File: src/rtl/detector_scheduler_pkg.sv
// rtl/detector_scheduler_pkg.sv - shared types and frame timing constants for detector_scheduler
package detector_scheduler_pkg;

    typedef enum logic [2:0] {
        IDLE   = 3'd0,
        CLEAR  = 3'd1,
        SHIFT  = 3'd2,
        SAMPLE = 3'd3,
        REPORT = 3'd4
    } sched_state_t;

    localparam int SCHED_WORD_W        = 8;
    localparam int SCHED_FRAME_CYCLES  = SCHED_WORD_W + 4;
    localparam int SCHED_FIRST_BIT_CYC = 2;

    // Accept, clear, WORD_W shift cycles, sample and report.
    function automatic int sched_frame_cycles(input int word_w);
        return word_w + 4;
    endfunction

endpackage

File: src/rtl/detector_scheduler_rr_arbiter.sv
// rtl/detector_scheduler_rr_arbiter.sv - combinational round-robin arbiter, search starts at ptr_i
module rr_arbiter #(
    parameter int N_REQ = 4,
    parameter int ID_W  = $clog2(N_REQ)
) (
    input  logic [N_REQ-1:0] req_i,
    input  logic [ID_W-1:0]  ptr_i,
    output logic [N_REQ-1:0] gnt_o,
    output logic [ID_W-1:0]  idx_o,
    output logic             valid_o
);

    always_comb begin
        int c;
        c       = 0;
        gnt_o   = '0;
        idx_o   = '0;
        valid_o = 1'b0;
        for (int k = 0; k < N_REQ; k++) begin
            c = int'(ptr_i) + k;
            if (c >= N_REQ) begin
                c = c - N_REQ;
            end
            if (!valid_o && req_i[c]) begin
                valid_o  = 1'b1;
                gnt_o[c] = 1'b1;
                idx_o    = ID_W'(c);
            end
        end
    end

endmodule

File: src/rtl/detector_scheduler.sv
// rtl/detector_scheduler.sv - shares one serial pattern detector among N_REQ word requesters
module detector_scheduler
    import detector_scheduler_pkg::*;
#(
    parameter int N_REQ  = 4,
    parameter int WORD_W = 8,
    parameter int ID_W   = $clog2(N_REQ)
) (
    input  logic                    CLK,
    input  logic                    RESET_N,
    input  logic [N_REQ-1:0]        REQ,
    input  logic [N_REQ*WORD_W-1:0] DATA,
    output logic [N_REQ-1:0]        GNT,
    output logic                    BUSY,
    output logic                    DONE,
    output logic [ID_W-1:0]         DONE_ID,
    output logic                    MATCH,
    output logic                    DET_RESET,
    output logic                    DET_INP,
    input  logic                    DET_OUT
);

    localparam int CNT_W = $clog2(WORD_W);

    sched_state_t      state_q;
    logic [ID_W-1:0]   ptr_q;
    logic [ID_W-1:0]   ptr_d;
    logic [ID_W-1:0]   id_q;
    logic [WORD_W-1:0] shift_q;
    logic [CNT_W-1:0]  cnt_q;
    logic [N_REQ-1:0]  gnt_q;
    logic              busy_q;
    logic              done_q;
    logic [ID_W-1:0]   done_id_q;
    logic              match_q;
    logic              det_reset_q;
    logic              det_inp_q;

    logic [N_REQ-1:0]  arb_gnt;
    logic [ID_W-1:0]   arb_idx;
    logic              arb_valid;
    logic [WORD_W-1:0] word_sel;

    rr_arbiter #(
        .N_REQ (N_REQ),
        .ID_W  (ID_W)
    ) u_arb (
        .req_i   (REQ),
        .ptr_i   (ptr_q),
        .gnt_o   (arb_gnt),
        .idx_o   (arb_idx),
        .valid_o (arb_valid)
    );

    always_comb begin
        word_sel = DATA[int'(arb_idx)*WORD_W +: WORD_W];
        ptr_d    = (arb_idx == ID_W'(N_REQ - 1)) ? '0 : arb_idx + 1'b1;
    end

    // The word is parked in a shift register so DATA may change after the grant.
    always_ff @(posedge CLK or negedge RESET_N) begin
        if (!RESET_N) begin
            state_q     <= IDLE;
            ptr_q       <= '0;
            id_q        <= '0;
            shift_q     <= '0;
            cnt_q       <= '0;
            gnt_q       <= '0;
            busy_q      <= 1'b0;
            done_q      <= 1'b0;
            done_id_q   <= '0;
            match_q     <= 1'b0;
            det_reset_q <= 1'b1;
            det_inp_q   <= 1'b0;
        end else begin
            case (state_q)
                IDLE: begin
                    det_reset_q <= 1'b1;
                    if (arb_valid) begin
                        state_q <= CLEAR;
                        gnt_q   <= arb_gnt;
                        busy_q  <= 1'b1;
                        shift_q <= word_sel;
                        id_q    <= arb_idx;
                        ptr_q   <= ptr_d;
                    end
                end
                CLEAR: begin
                    state_q     <= SHIFT;
                    gnt_q       <= '0;
                    det_reset_q <= 1'b0;
                    det_inp_q   <= shift_q[WORD_W-1];
                    shift_q     <= shift_q << 1;
                    cnt_q       <= '0;
                end
                SHIFT: begin
                    if (cnt_q == CNT_W'(WORD_W - 1)) begin
                        state_q   <= SAMPLE;
                        det_inp_q <= 1'b0;
                    end else begin
                        cnt_q     <= cnt_q + 1'b1;
                        det_inp_q <= shift_q[WORD_W-1];
                        shift_q   <= shift_q << 1;
                    end
                end
                SAMPLE: begin
                    // DET_OUT already reflects the last bit, which the detector took at the previous edge.
                    state_q     <= REPORT;
                    match_q     <= DET_OUT;
                    done_q      <= 1'b1;
                    done_id_q   <= id_q;
                    det_reset_q <= 1'b1;
                end
                REPORT: begin
                    state_q   <= IDLE;
                    done_q    <= 1'b0;
                    done_id_q <= '0;
                    match_q   <= 1'b0;
                    busy_q    <= 1'b0;
                end
                default: begin
                    state_q     <= IDLE;
                    det_reset_q <= 1'b1;
                end
            endcase
        end
    end

    assign GNT       = gnt_q;
    assign BUSY      = busy_q;
    assign DONE      = done_q;
    assign DONE_ID   = done_id_q;
    assign MATCH     = match_q;
    assign DET_RESET = det_reset_q;
    assign DET_INP   = det_inp_q;

endmodule

File: config.mk
export PLATFORM = sky130hd
export DESIGN_NAME = detector_scheduler
export DESIGN_NICKNAME = d
export VERILOG_FILES = /design/src/rtl/detector_scheduler_pkg.sv /design/src/rtl/detector_scheduler_rr_arbiter.sv /design/src/rtl/detector_scheduler.sv
export SDC_FILE = /design/constraint.sdc
export NUM_CORES = 1
export LEC_CHECK = 0
export ABC_AREA = 1
export BUFFER_PORTS_ARGS = -buffer_cell sky130_fd_sc_hd__buf_2
export CAP_MARGIN = 20
export CELL_PAD_IN_SITES_DETAIL_PLACEMENT = 0
export CELL_PAD_IN_SITES_GLOBAL_PLACEMENT = 1
export CORE_UTILIZATION = 41
export CTS_CLUSTER_DIAMETER = 30
export DETAILED_ROUTE_END_ITERATION = 6
export PLACE_DENSITY_LB_ADDON = 0.1
export RECOVER_POWER = 100
export REMOVE_ABC_BUFFERS = 1
export SETUP_SLACK_MARGIN = 0.3
export SYNTH_ARGS = -nofsm -noshare
export SYNTH_HDL_FRONTEND = slang
export SYNTH_SLANG_ARGS = --single-unit
File: constraint.sdc
create_clock -name CLK -period 5.7 [get_ports CLK]
set_clock_uncertainty 0.1 [all_clocks]
set_input_delay 0.285 -clock CLK [delete_from_list [all_inputs] [get_ports CLK]]
set_output_delay 0.285 -clock CLK [all_outputs]
set_load 0.01 [all_outputs]
==> metrics.log, run 1 <==
INFO  metric outcome = complete, but fails checks
INFO  metric violations = capacitance limit, slew limit
INFO  metric power.total = 1700 µW
INFO  metric synthDominantCellAreaShare = 32.92%
INFO  metric critical_path_class = reg2reg
INFO  metric clkLatencyLatePin = 280 ps
INFO  metric synth_seq_area_share = 34.16%
INFO  metric syn_to_final_growth = 16.28%
INFO  metric first_global_vias = 1890
INFO  metric syn_inst = 300
INFO  metric clockRootBuffer = clkbuf_8
INFO  metric slew_violations = 30
INFO  metric cts-buffers-inserted = 5
INFO  metric placement.io_buffers = 49
INFO  metric final_period_minus_worst_setup_slack = 3687 ps
INFO  metric tritoncts = built
INFO  metric max-vdd-ir-drop = 259.5 µV
INFO  metric post_cts_resize_count = 0
INFO  metric mappedNetlistArea = 2128 µm²
INFO  metric critical_path_peak_fanout = 15
INFO  metric cp-startpoint = ptr_q[0]
INFO  metric leakagePower = 0.001375 µW
INFO  metric final_min_period_over_clock_period = 64.69%
INFO  metric cts_post_setup_buffers_inserted = 0
INFO  metric num_vias = 2027
INFO  metric floorplan.die.width = 74.05 µm
INFO  metric ys_async_sr_fraction = 100.0%
INFO  metric max-clock-path-buffers = 2
INFO  metric placement_rows = 25
INFO  metric maximum_capacitance_violations = 1
INFO  metric hold_path.startpoint = DET_OUT
INFO  metric count_leader_synth = nand2_1
INFO  metric post-synth-top-area-cell = dfrtp_1
INFO  metric unrepaired_setup_endpoints_after_global_routing = no
INFO  metric worst_setup_path_end_kind = flop
INFO  metric final.setup.tns = 0 ps
INFO  metric cts_hold_buf = 1
INFO  metric route.detailed.vias_per_inst = 4.849
INFO  metric r2r_start = ptr_q[0]
INFO  metric timing_worst_slew_pin_value = 1546 ps
INFO  metric ys_seq_elements = 29
INFO  metric post_synth_num_cell_types = 34
INFO  metric startpoint_type = flop
INFO  metric antenna_left = 0
INFO  metric timing.slew.headroom = -3.093%
INFO  metric grt_max_degree = 30
INFO  metric final_net_count = 395
INFO  metric drive_above_1_share = 19.37%
INFO  metric gpl.final_weighted_congestion = 0.7973
INFO  metric design.die.area = 5483 µm²
INFO  metric synth_edf_count = 0
INFO  metric path_cells = clkinvlp_2, ha_1, inv_1, nand3_1, a21oi_1, nand3_1, o211ai_1, nor2_1, nand2_1, nand2_1
INFO  metric all_layer_gr_usage = 19.43%
INFO  metric worstPathRequired = 5760 ps
INFO  metric yosys-top-cells-area = dfrtp_1 33%, nand2_1 14%, nand3_1 12%
INFO  metric dp_hpwl = 3.677 mm
INFO  metric io_pins = 50
INFO  metric pwrdens = 686.9 nW/µm²
INFO  metric post_route_wl = 4.782 mm
INFO  metric timing.final.setup_violations = 0
INFO  metric overflow = 0
INFO  metric dominantRegCellSynth = dfrtp_1
INFO  metric syn_area_per_cell = 7.094 µm²
INFO  metric drt_first_pass_iters = 4
INFO  metric max_stage_delay_cell_worst_path = o211ai_1
INFO  metric antenna_found_initial = 0
INFO  metric crit_path_max_incr_delay = 810 ps
INFO  metric rrSetupSlack = 2010 ps
INFO  metric wl_per_cell = 11.44 µm
INFO  metric worst_min_delay_path_category = in2reg
INFO  metric synthTopCellsByCount = 78 x nand2_1, 51 x nand3_1, 48 x inv_1, 28 x dfrtp_1, 21 x nor2_1
INFO  metric die_h = 74.05 µm
INFO  metric drc_errors = 0
INFO  metric clkTransAtPathRegs = 60 ps
INFO  metric achievable-frequency = 0.2712 GHz
INFO  metric drt_first_iter_violations = 84
INFO  metric cts.sinks = 29
INFO  metric floorplan.core_area = 4848 µm²
INFO  metric final-hold-violation-count = 0
INFO  metric cts-htree-levels = 2
INFO  metric grt_first_pass_wirelength = 8.197 mm
INFO  metric yosysWarnings = 0
INFO  metric antennaDiodeCount = 0
INFO  metric timing.critical_path.arrival = 3750 ps
INFO  metric start_util = 43.90%
[report_power, final]
part	switching, µW	internal (µW)	total (µW)
Sequential	70.6	308	379
Combinational	738	365	1100
Clock	75.2	142	218
[cell families after synthesis]
kind of cell,share of synthesized area [%]
AOI/OAI and AO/OA,10.64
adders and majority gates,3.527
buffers and inverters,11.99
DFF,34.16
and+or+nand+nor,39.68
[metal layers]
| layer | track usage [%] | routed length [µm] |
|---|---|---|
| met4 | 3.632 | 0 |
| met2 | 34.04 | 2412 |
| met1 | 23.88 | 2217 |
| met5 | 0 | 0 |
| met3 | 5.556 | 152 |
[path summary, 6_finish.rpt]
| kind | endpoint | depth (start not counted) |
|---|---|---|
| worst max register to register | shift_q[7] | 10 |
| worst min register to register | shift_q[0] | 2 |
| worst min-delay path | MATCH | 3 |
| min in group asynchronous | GNT[1] | 2 |
| max in group asynchronous | shift_q[7] | 2 |
| worst max-delay path | shift_q[7] | 10 |
[flip-flops by register name, indices dropped and copies added, names as in the netlist]
signal     flops
shift_q        8
DONE           1
DET_INP        1
MATCH          1
cnt_q          3
DET_RESET      1
DONE_ID        2
id_q           2
BUSY           1
ptr_q          2
state_q        3
GNT            4
[metrics by stage]
| stage | setup WS (ps) | hold slack (ps) | instance area, µm² | cells | utilization [%] |
|---|---|---|---|---|---|
| 3_5_place_dp | 2910 | 251.2 | 2402 | 409 | 49.55 |
| 2_1_floorplan | 3299 | -110.6 | 2073 | 293 | - |
| 5_1_grt | 1564 | 130.9 | 2475 | 418 | 51.05 |
| 3_3_place_gp | 2935 | 255.5 | 2402 | 409 | 49.55 |
| 4_1_cts | 2896 | 123.1 | 2529 | 418 | 52.15 |
| 6_report | 2013 | 126.9 | 2475 | 418 | 51.05 |
[worst max-delay path, delay by kind of cell (launching register included)]
kind	cells	cell delay (ps)
fa+ha+maj	1	480
simple gates	5	600
compound gates	2	1160
flops	1	640
buf+inv	2	590
[final cells by class]
cell class / instances / area (µm²)
tap: 67 / 83.83
sequential: 29 / 726.9
multi-input combinational: 212 / 1111
inverter: 52 / 196.4
timing repair buffer: 50 / 240.2
clock buffer: 7 / 86.33
clock inverter: 1 / 30.03
fill: 508 / 2374
[layout by cell type, fill, tap and decap left out, types with 2 or more instances in the layout]
master,Yosys,final
nor2_4,3,3
ha_1,6,6
nand2_2,7,7
inv_2,3,3
nor3_1,2,2
nand2_4,4,4
nand3_1,51,53
dfrtp_1,28,28
nand3_2,4,2
o22ai_1,2,2
buf_2,2,37
nor2_1,21,21
clkbuf_1,1,13
a22oi_1,4,4
o21ai_0,12,13
nand2_1,78,78
inv_1,48,48
a21oi_1,5,6
a22o_1,2,2
clkbuf_8,0,6
No activity file was read; power rests on OpenSTA's default activity.
==> run 2, diff against run 1 <==
CORE_UTILIZATION = 34   (was 41)
clock period = 3 ns   (was 5.7 ns; I/O delays follow)
==> metrics.log, run 2 (same netlist as run 1, synthesis figures left out) <==
INFO  metric clockRootBuffer = clkbuf_8
INFO  metric antenna_left = 0
INFO  metric worst_min_delay_path_category = in2reg
INFO  metric gpl.final_weighted_congestion = 0.8218
INFO  metric critical_path_peak_fanout = 17
INFO  metric most_common_library_cell_in_the_layout_ignoring_fill_and_taps = nand2_1
INFO  metric clkTransAtPathRegs = 70 ps
INFO  metric final_net_count = 399
INFO  metric all_layer_gr_usage = 17.33%
INFO  metric maximum_capacitance_violations = 1
INFO  metric cts.sinks = 29
INFO  metric cp-startpoint = ptr_q[1]
INFO  metric cts_post_setup_buffers_inserted = 0
INFO  metric drc_errors = 0
INFO  metric pwrdens = 1297 nW/µm²
INFO  metric drt_first_pass_iters = 4
INFO  metric top_register = shift_q
INFO  metric drt_first_iter_violations = 60
INFO  metric layout_common_cells = 78 x nand2_1, 52 x nand3_1, 49 x inv_1, 37 x buf_2, 28 x dfrtp_1
INFO  metric clkLatencyLatePin = 280 ps
INFO  metric violations = capacitance limit, slew limit
INFO  metric floorplan.core_area = 5991 µm²
INFO  metric placement.io_buffers = 49
INFO  metric max-vdd-ir-drop = 388.4 µV
INFO  metric outcome = complete, but fails checks
INFO  metric dpl_cell_area = 2435 µm²
INFO  metric start_util = 35.53%
INFO  metric placement_rows = 28
INFO  metric achievable-frequency = 0.3887 GHz
INFO  metric startpoint_type = flop
INFO  metric largest_register_ff_count = 8
INFO  metric overflow = 0
INFO  metric grt_first_pass_wirelength = 8.673 mm
INFO  metric final_period_minus_worst_setup_slack = 2573 ps
INFO  metric antennaDiodeCount = 0
INFO  metric worst_setup_path_end_kind = flop
INFO  metric rrSetupSlack = 430 ps
INFO  metric die_h = 81.12 µm
INFO  metric cts-htree-levels = 2
INFO  metric num_vias = 2010
INFO  metric syn_to_final_growth = 18.99%
INFO  metric final.setup.tns = 0 ps
INFO  metric unrepaired_setup_endpoints_after_global_routing = no
INFO  metric io_pins = 50
INFO  metric design.die.area = 6580 µm²
INFO  metric post_route_wl = 5.109 mm
INFO  metric post-route-util = 42.27%
INFO  metric grt_max_degree = 30
INFO  metric slew_violations = 30
INFO  metric final_min_period_over_clock_period = 85.76%
INFO  metric final-hold-violation-count = 0
INFO  metric floorplan.die.width = 81.12 µm
INFO  metric first_global_vias = 1976
INFO  metric max-clock-path-buffers = 2
INFO  metric cts-buffers-inserted = 5
INFO  metric timing.final.setup_violations = 0
INFO  metric leakagePower = 0.001405 µW
INFO  metric worstPathRequired = 3060 ps
INFO  metric timing_worst_slew_pin_value = 1611 ps
INFO  metric antenna_found_initial = 0
INFO  metric r2r_start = ptr_q[1]
INFO  metric dp_hpwl = 3.916 mm
INFO  metric drive_above_1_share = 20.56%
INFO  metric tritoncts = built
INFO  metric power.total = 3283 µW
INFO  metric timing.slew.headroom = -7.369%
INFO  metric critical_path_class = reg2reg
INFO  metric hold_path.startpoint = DATA[8]
INFO  metric wl_per_cell = 11.88 µm
INFO  metric timing.critical_path.arrival = 2640 ps
INFO  metric post-route-cell-area = 2532 µm²
INFO  metric route.detailed.vias_per_inst = 4.674
## run 2: layer usage
metal,vias up,share of wire [%],GRT usage [%]
met2,39,49,29.75
met4,0,1.8,5.893
met3,8,3.4,3.483
li1,1064,-,-
met5,-,0,0
met1,899,46,21.47
## run 2: path summary, 6_finish.rpt
check,end,cells past startpoint
setup reg to reg,shift_q[4],13
setup / recovery,shift_q[4],13
min in group asynchronous,ptr_q[1],2
max in group asynchronous,shift_q[3],2
hold reg to reg,shift_q[5],2
hold / removal,shift_q[0],5
## run 2: timing repair
item                                    CTS  global route
endpoints found under the setup margin    0             7
resized for setup                         0             1
endpoints found under the hold margin    29             0
hold buffers                              2             0
## run 2: per-stage QoR
stage          cells  hold WS (ps)  setup slack, ps
2_1_floorplan    293        -245.6            599.1
6_report         430         134.0            427.3
3_3_place_gp     420         130.3            511.6
4_1_cts          430         124.9            479.3
5_1_grt          430         177.5            156.9
3_5_place_dp     420         132.4            490.6
## run 2: where the power goes
part           internal [µW]  total, µW  switching, µW
registers                586        691            105
clock network            207        354            147
logic                    747       2240           1490
## run 2: layout make-up
type,count,area (µm²)
Clock buffer,7,96.34
Clock inverter,1,5.005
Fill cell,648,3458
Inverter,52,200.2
Multi-Input combinational cell,212,1141
Sequential cell,29,726.9
Tap cell,75,93.84
Timing Repair Buffer,54,269.0
## run 2: worst max-delay path: stages (launching register included)
cell	delay, ps
dfrtp_1	440
inv_1	180
ha_1	410
inv_1	110
nand3_2	140
nand2_4	90
a21oi_2	160
nand2_2	190
nand2_4	230
nand2_1	70
nand3_1	80
nand3_1	90
nand2_1	100
nand2_1	50
